$ cat config.mk
export PLATFORM = sky130hd
export DESIGN_NAME = gp_cmd_writer
export DESIGN_NICKNAME = d
export VERILOG_FILES = /design/src/rtl/gp_cmd_writer.sv
export SDC_FILE = /design/constraint.sdc
export NUM_CORES = 1
export LEC_CHECK = 0
export BUFFER_PORTS_ARGS = -buffer_cell sky130_fd_sc_hd__buf_2
export CORE_MARGIN = 1
export CORE_UTILIZATION = 50
export DETAILED_ROUTE_END_ITERATION = 10
export PLACE_DENSITY = 0.72
export SETUP_SLACK_MARGIN = 0.3
export SLEW_MARGIN = 20
export SYNTH_ARGS = -nofsm -noshare
export SYNTH_HDL_FRONTEND = slang
export SYNTH_SLANG_ARGS = --single-unit
$ cat constraint.sdc
create_clock -name clk -period 2.6 [get_ports clk]
set_input_delay 0.13 -clock clk [delete_from_list [all_inputs] [get_ports clk]]
set_output_delay 0.13 -clock clk [all_outputs]
set_load 0.02 [all_outputs]
$ cat src/rtl/gp_cmd_writer.sv
`default_nettype none
// ============================================================================
// Module   : gp_cmd_writer
// Brief    : Packs streamed 32-bit GP command words into 256-bit DRAM bursts
//            (two 128-bit wdf beats) and writes them to a command list through
//            the af/wdf request FIFOs.
// Config   : define GPW_AUTO_TERMINATE_EN to append a 32'h0 GP stop word on
//            flush (counted in words_written, may spill into a new burst).
// Revision : 1.0 - initial release
// ============================================================================
module gp_cmd_writer #(
  parameter int BURST_WORDS = 8,
  parameter int CNT_W       = 16
) (
  input  logic             clk,
  input  logic             rst,
  input  logic             start,
  input  logic [31:0]      base_addr,
  input  logic             cmd_valid,
  input  logic [31:0]      cmd_data,
  output logic             cmd_ready,
  input  logic             cmd_flush,
  input  logic             af_full,
  output logic             af_wr_en,
  output logic [2:0]       af_cmd_din,
  output logic [30:0]      af_addr_din,
  input  logic             wdf_full,
  output logic             wdf_wr_en,
  output logic [127:0]     wdf_din,
  output logic [15:0]      wdf_mask_din,
  output logic             busy,
  output logic             done,
  output logic [CNT_W-1:0] words_written
);

  localparam logic [3:0] C_FULL_FILL = 4'(BURST_WORDS);

  typedef enum logic [2:0] {
    S_IDLE = 3'd0,
    S_FILL = 3'd1,
    S_WR0  = 3'd2,
    S_WR1  = 3'd3,
    S_DONE = 3'd4
  } state_t;

  state_t           state_q, state_d;
  logic [3:0]       fill_q, fill_d;
  logic [7:0][31:0] slots_q, slots_d;
  logic [31:0]      addr_q, addr_d;
  logic             flush_q, flush_d;
  logic [CNT_W-1:0] words_q, words_d;
`ifdef GPW_AUTO_TERMINATE_EN
  // Stop word still owed after a flush that landed on a full burst.
  logic             term_q, term_d;
`endif

  logic             accept;
  logic [3:0]       fill_acc;
  logic [CNT_W-1:0] words_acc;
  logic [31:0]      mask_all;

  // Low address bits are dropped: bursts are always 32-byte aligned.
  logic unused_base;
  assign unused_base = ^base_addr[4:0];

  assign af_cmd_din    = 3'b000;
  assign words_written = words_q;

  function automatic logic [CNT_W-1:0] sat_inc(input logic [CNT_W-1:0] v);
    return (&v) ? v : v + CNT_W'(1);
  endfunction

  // State and datapath registers; reset drops everything, including a half-issued burst.
  always_ff @(posedge clk or negedge rst) begin
    if (!rst) begin
      state_q <= S_IDLE;
      fill_q  <= '0;
      slots_q <= '0;
      addr_q  <= '0;
      flush_q <= 1'b0;
      words_q <= '0;
`ifdef GPW_AUTO_TERMINATE_EN
      term_q  <= 1'b0;
`endif
    end else begin
      state_q <= state_d;
      fill_q  <= fill_d;
      slots_q <= slots_d;
      addr_q  <= addr_d;
      flush_q <= flush_d;
      words_q <= words_d;
`ifdef GPW_AUTO_TERMINATE_EN
      term_q  <= term_d;
`endif
    end
  end

  // Byte mask per staged word: every slot at or beyond the fill count is not written.
  always_comb begin
    mask_all = '0;
    for (int k = 0; k < 8; k++) begin
      if (4'(k) >= fill_q) begin
        mask_all[4*k +: 4] = 4'hF;
      end
    end
  end

  // Next-state logic and FIFO push outputs.
  always_comb begin
    state_d      = state_q;
    fill_d       = fill_q;
    slots_d      = slots_q;
    addr_d       = addr_q;
    flush_d      = flush_q;
    words_d      = words_q;
`ifdef GPW_AUTO_TERMINATE_EN
    term_d       = term_q;
`endif
    cmd_ready    = 1'b0;
    af_wr_en     = 1'b0;
    af_addr_din  = '0;
    wdf_wr_en    = 1'b0;
    wdf_din      = '0;
    wdf_mask_din = '0;
    busy         = 1'b0;
    done         = 1'b0;
    accept       = 1'b0;
    fill_acc     = fill_q;
    words_acc    = words_q;

    case (state_q)
      S_IDLE: begin
        if (start) begin
          state_d = S_FILL;
          addr_d  = {base_addr[31:5], 5'b0};
          fill_d  = '0;
          slots_d = '0;
          flush_d = 1'b0;
          words_d = '0;
`ifdef GPW_AUTO_TERMINATE_EN
          term_d  = 1'b0;
`endif
        end
      end

      S_FILL: begin
        busy = 1'b1;
`ifdef GPW_AUTO_TERMINATE_EN
        cmd_ready = !term_q;
`else
        cmd_ready = 1'b1;
`endif
        accept = cmd_valid && cmd_ready;
        // The accepted word is stored before any flush in the same cycle.
        if (accept) begin
          slots_d[fill_q[2:0]] = cmd_data;
          fill_acc             = fill_q + 4'd1;
          words_acc            = sat_inc(words_q);
        end
        fill_d  = fill_acc;
        words_d = words_acc;
`ifdef GPW_AUTO_TERMINATE_EN
        if (term_q) begin
          // Spilled stop word goes to slot 0, which was cleared after the last burst.
          slots_d[0] = '0;
          fill_d     = 4'd1;
          flush_d    = 1'b1;
          term_d     = 1'b0;
          state_d    = S_WR0;
        end else if (cmd_flush) begin
          // The stop word is counted at flush time even if it spills.
          words_d = sat_inc(words_acc);
          if (fill_acc == C_FULL_FILL) begin
            term_d  = 1'b1;
            state_d = S_WR0;
          end else begin
            slots_d[fill_acc[2:0]] = '0;
            fill_d                 = fill_acc + 4'd1;
            flush_d                = 1'b1;
            state_d                = S_WR0;
          end
        end else if (fill_acc == C_FULL_FILL) begin
          state_d = S_WR0;
        end
`else
        if (cmd_flush) begin
          if (fill_acc == 4'd0) begin
            state_d = S_DONE;
          end else begin
            flush_d = 1'b1;
            state_d = S_WR0;
          end
        end else if (fill_acc == C_FULL_FILL) begin
          state_d = S_WR0;
        end
`endif
      end

      S_WR0: begin
        busy = 1'b1;
        // Address and first beat go together so the af entry never leads its data.
        if (!af_full && !wdf_full) begin
          af_wr_en     = 1'b1;
          af_addr_din  = {2'b00, addr_q[31:3]};
          wdf_wr_en    = 1'b1;
          wdf_din      = slots_q[3:0];
          wdf_mask_din = mask_all[15:0];
          state_d      = S_WR1;
        end
      end

      S_WR1: begin
        busy = 1'b1;
        if (!wdf_full) begin
          wdf_wr_en    = 1'b1;
          wdf_din      = slots_q[7:4];
          wdf_mask_din = mask_all[31:16];
          addr_d       = addr_q + 32'd32;
          fill_d       = '0;
          slots_d      = '0;
          if (flush_q) begin
            flush_d = 1'b0;
            state_d = S_DONE;
          end else begin
            state_d = S_FILL;
          end
        end
      end

      S_DONE: begin
        done    = 1'b1;
        state_d = S_IDLE;
      end

      default: begin
        state_d = S_IDLE;
      end
    endcase
  end

endmodule
`default_nettype wire

=== Word level (Yosys, flattened, before mapping) ===
Index checks and enable logic that the tools add are counted.

* Register bits after elaboration: 312
* Input port bits: 71
* Output and inout bits: 199

* Add/subtract/negate cells: 3
* Magnitude comparators: 10
* Equal/unequal tests: 13
* Multiplexer cells: 55
* Reductions and logical operators: 17

{| class="wikitable"
|+ Operators with widths
! cell !! number
|-
| $mux W256 || 3
|-
| $pmux W256 S3 || 1
|-
| $bwmux W256 || 1
|-
| $mux W128 || 2
|-
| $pmux W128 S2 || 1
|-
| $demux W32 S3 || 1
|-
| $mux W32 || 3
|-
| $mux W16 || 5
|-
| $pmux W16 S2 || 2
|-
| $pmux W32 S2 || 1
|-
| $mux W29 || 2
|-
| $mux W4 || 12
|-
| $add A32 B6 Y32 const B || 1
|-
| $mux W3 || 7
|-
| $add A16 B1 Y16 const B || 1
|-
| $ge A3 B4 Y1 const A || 4
|-
| $reduce_and A16 Y1 || 1
|-
| $ne A2 B2 Y1 const B || 7
|-
| $pmux W3 S4 || 1
|-
| $pmux W4 S3 || 1
|-
| $reduce_and A4 Y1 || 3
|-
| $mux W1 || 10
|-
| $ge A1 B4 Y1 const A || 2
|-
| $ge A2 B4 Y1 const A || 2
|-
| 19 further kinds || 24
|}

=== Longest topological paths before layout ===
* Word-level depth: 7
* Depth in mapped cells: 9
* Gate-level depth less buffers: 6

=== Worst setup path before layout ===
No wires, ideal clock.

* Path kind: register -> output
* From: register state_q[0]
* To: output port wdf_mask_din[10]
* Data arrival time: 2.035 ns
* Path slack: 0.435 ns
* Stages on the path, launching flop included: 7
* Buffers on the path: 3
* Cells stage by stage: dfrtp_1 > buf_2 > clkbuf_1 > nor2_1 > or3_1 > a31oi_1 > buf_4

* Word-level cells in the longest chain between the ends: 2
* Elaborated cells on any way between the ends: 3

{| class="wikitable"
|+ Ends and longest elaborated chain
! what !! RTL line !! source
|-
| start: declaration || 46 || <nowiki>state_t state_q, state_d;</nowiki>
|-
| start signal: assignment || 86 || <nowiki>state_q <= state_d;</nowiki>
|-
| $eq A3 B2 Y1 || 131 || <nowiki>case (state_q)</nowiki>
|-
| $pmux W16 S2 * || 131 ||
|-
| end: declaration || 30 || <nowiki>output logic [15:0] wdf_mask_din,</nowiki>
|}

Mark *: on every way between the ends. The rest lies on a longest branch, timed or not.

=== Final worst setup path ===
* From: register state_q[2]
* To: output port wdf_din[101]

* Word-level cells in the longest chain between the ends: 2
* Elaborated cells on any way between the ends: 3

{| class="wikitable"
|+ Ends and longest elaborated chain
! what !! RTL line !! source
|-
| $eq A3 B2 Y1 || 131 ||
|-
| $pmux W128 S2 * || 131 ||
|-
| end: declaration || 29 || <nowiki>output logic [127:0] wdf_din,</nowiki>
|}

Marks and branches as above.

==> out/qor.csv <==
metric,value,unit
status,"complete, no violations",
die-width,174.6,µm
fp.dieArea,0.03049,mm²
ys.flop_type,dfrtp_1,
fmax,0.4073,GHz
avgSynthCellArea,10.14,µm²
htreeDepth,1,
worst-setup-path-type,register to output pin,
ys_warn_count,0,
initialDrtViolationCount,1524,
hold_violations,0,
min_path_type,primary input to register,
viasPerCell,6.275,
cts_root_buf,clkbuf_16,
finalCriticalPeriod,2.455,ns
cts_tree,done,
fill_cells,1979,
first_global_vias,12780,
synth_edf_count,0,
wire_per_inst,23.42,µm
wl,51860,µm
setup_total_negative_slack,0,ns
globalplace.congestion,0.8870,
coreArea,0.02901,mm²
synth.top_cell.area_share,0.5156,
stdcell_area,0.02057,mm²
switchingPower,7.535,mW
pre_cts_ws,0.3486,ns
comb_power_share,0.413,
path_max_fanout,8,
grt_pass1_wl,71650,µm
yosysSeqAreaShare,0.5156,
setup_slack,0.1448,ns
intPower,11.85,mW
nNetsFinal,1882,
drive_gt1_frac,0.2832,
die_h,174.6,µm
row_count,62,
async_reset_ff_frac,1.000,
fin_crit_sh,0.9443,
seq_area,0.007685,mm²
clock_latency,0.58,ns
dr_total_vias,13890,
setup.worst_path.start_class,register,
grtUsageMet1,0.4157,
tritoncts.num_buffers,31,
p_per_area,942.6,mW/mm²
start_util,0.5135,
io_buffers,257,
path_clk_slew,0.06,ns
seq_power_share,0.325,
p_sw_frac,0.3887,
syn_inst,1470,
cap_violations,0,
ys_types,81,
maxSlewHeadroom,0.5909,
synthTopCellsByArea,"dfrtp_1, o22ai_1, a22o_1, inv_1, nand2_4",
cp-end-kind,output pin,
drc_errors,0,
io_pins,270,
syn_area,0.01490,mm²
use_met3,0.04765,
worstMarginPinSlew,0.6136,ns
dr.pass1.iters,5,
fin_skew,0.01480,ns
vdd.ir_drop.worst,957.1,µV
drt.antenna.violating_nets,0,
dp_hpwl,27970,µm
area_delta_synth_final,38.05,%
grt_remaining_overflow,0,
grt_max_degree,92,
synth_top_cell_by_area,dfrtp_1,
multi_input_area,0.006000,mm²
clockBufferDepth,3,
setup_violations,0,
synth_seq_cells,307,
clock_power_share,0.262,
cts_sinks,307,
finalMaxSlewViolations,0,
rsz0062_at_grt,yes,
p_leak,9.444,nW
grt_busiest_layer,met2,
crit_required,2.47,ns
post_dp_cell_area,0.01678,mm²
critPathArrivalTime,2.33,ns
met2_usage,0.4764,
antenna_found_initial,1,
grtUsageTotal,0.2975,
layer usage:
| layer | wire length, µm | part of all wire |
|---|---|---|
| met1 | 20380 | 0.39 |
| met2 | 25070 | 0.48 |
| met3 | 4607 | 0.089 |
| met4 | 1804 | 0.035 |
| met5 | 0 | 0 |
state kept, by name, indices dropped and copies added (netlist names):
signal,flops
state_q,3
addr_q,27
flush_q,1
words_written,16
slots_q,256
fill_q,4
Yosys cell counts, types with 3 or more instances:
library cell  number
nor2b_1            3
nand4_1           16
nor2_1            24
buf_6              4
buf_2             39
or3_1             12
buf_4             20
nand2_4           28
a221o_1            4
nand3_1           20
dfrtp_1          307
a21o_1             4
a21oi_1           21
o2bb2ai_1         32
nand2b_1          11
o22ai_1          230
o211ai_1           4
a221oi_2           7
nand2_1           38
a211oi_1          12
a31oi_1            7
and4_1             8
or4_1              3
a311oi_1           4
nor4_1            14
inv_1            237
ha_1               5
and3_1            13
a22o_1           132
buf_1              5
clkbuf_1          69
o31ai_1            5
nor3_1             9
o21ai_0           21
a211o_1            3
mux2i_1            8
a2bb2oi_1          4
and2_1            30
path summary, 6_finish.rpt:
check	from	end	slack [ns]	depth (start not counted)
worst max-delay path	state_q[2]	wdf_din[101]	0.14	7
worst min-delay path	wdf_full	state_q[1]	0.03	3
worst max register to register	state_q[1]	slots_q[128]	0.39	7
worst min register to register	slots_q[172]	slots_q[172]	0.49	1
max in group asynchronous	rst	slots_q[135]	1.51	3
min in group asynchronous	rst	slots_q[90]	0.09	2
metrics by stage:
stage,hold WS (ns),cells,util,total power [mW]
final,0.02778,2214,0.7089,19.39
after global routing,0.07282,2214,0.7089,20.11
after CTS,0.002478,2171,0.6497,18.32
after detailed placement,0.09217,2037,0.5784,12.96
after global placement,0.09315,2037,0.5784,12.80
after floorplan,-0.1656,1476,-,10.51
layout make-up:
| class | count | share of cell area |
|---|---|---|
| clock inverters | 9 | 0.01144 |
| inverters | 239 | 0.04386 |
| diodes | 1 | 0.0001217 |
| multi-input cells | 790 | 0.2917 |
| repair buffers | 437 | 0.2104 |
| well taps | 384 | 0.02336 |
| flip-flops and latches | 307 | 0.3736 |
| clock buffers | 47 | 0.04550 |
power by group through the flow:
| stage | combinational, mW | clock (mW) | sequential, mW |
|---|---|---|---|
| 5_1_grt | 8.40 | 5.31 | 6.40 |
| 4_1_cts | 6.97 | 5.10 | 6.25 |
| 3_3_place_gp | 6.51 | 0 | 6.29 |
| 2_1_floorplan | 4.37 | 0 | 6.14 |
| 3_5_place_dp | 6.63 | 0 | 6.33 |
| 6_report | 8.01 | 5.07 | 6.30 |
worst max-delay path: stages, from the launching register on:
cell	delay [ns]
dfrtp_1	0.42
buf_6	0.15
nor4bb_4	0.29
buf_6	0.21
buf_12	0.17
clkbuf_16	0.17
a22o_1	0.19
buf_6	0.14
cells by family after synthesis:
group / count (synthesis) / share of synthesized area
XOR/XNOR: 2 / 0.001176
flip-flops: 307 / 0.5156
multiplexers: 10 / 0.006886
AND/OR/NAND/NOR: 249 / 0.1080
buffers and inverters: 380 / 0.1094
adder cells (fa/ha/maj): 5 / 0.004199
AO/OA/AOI/OAI: 516 / 0.2545
other: 1 / 0.0002517
repair_timing:
| action | CTS | global route |
|---|---|---|
| hold buffers | 59 | 0 |
| pin swaps | 5 | 68 |
| resized for setup | 22 | 292 |
| gates cloned | 3 | 30 |
| setup endpoints to repair | 168 | 283 |
| setup buffers | 16 | 12 |
| endpoints found under the hold margin | 382 | 0 |
cell usage in the layout (no fill, tap or decap), types with 28 or more instances in the layout:
cell type        n
o2bb2ai_1       32
nand2_4         28
a22o_1         112
dfrtp_1        305
buf_6           91
o22ai_1        230
buf_4          105
clkbuf_16       51
buf_2          116
dlygate4sd3_1   59
inv_1          236
and2_1          28
nand2_1         37
Power figures use the tool's default switching activity.
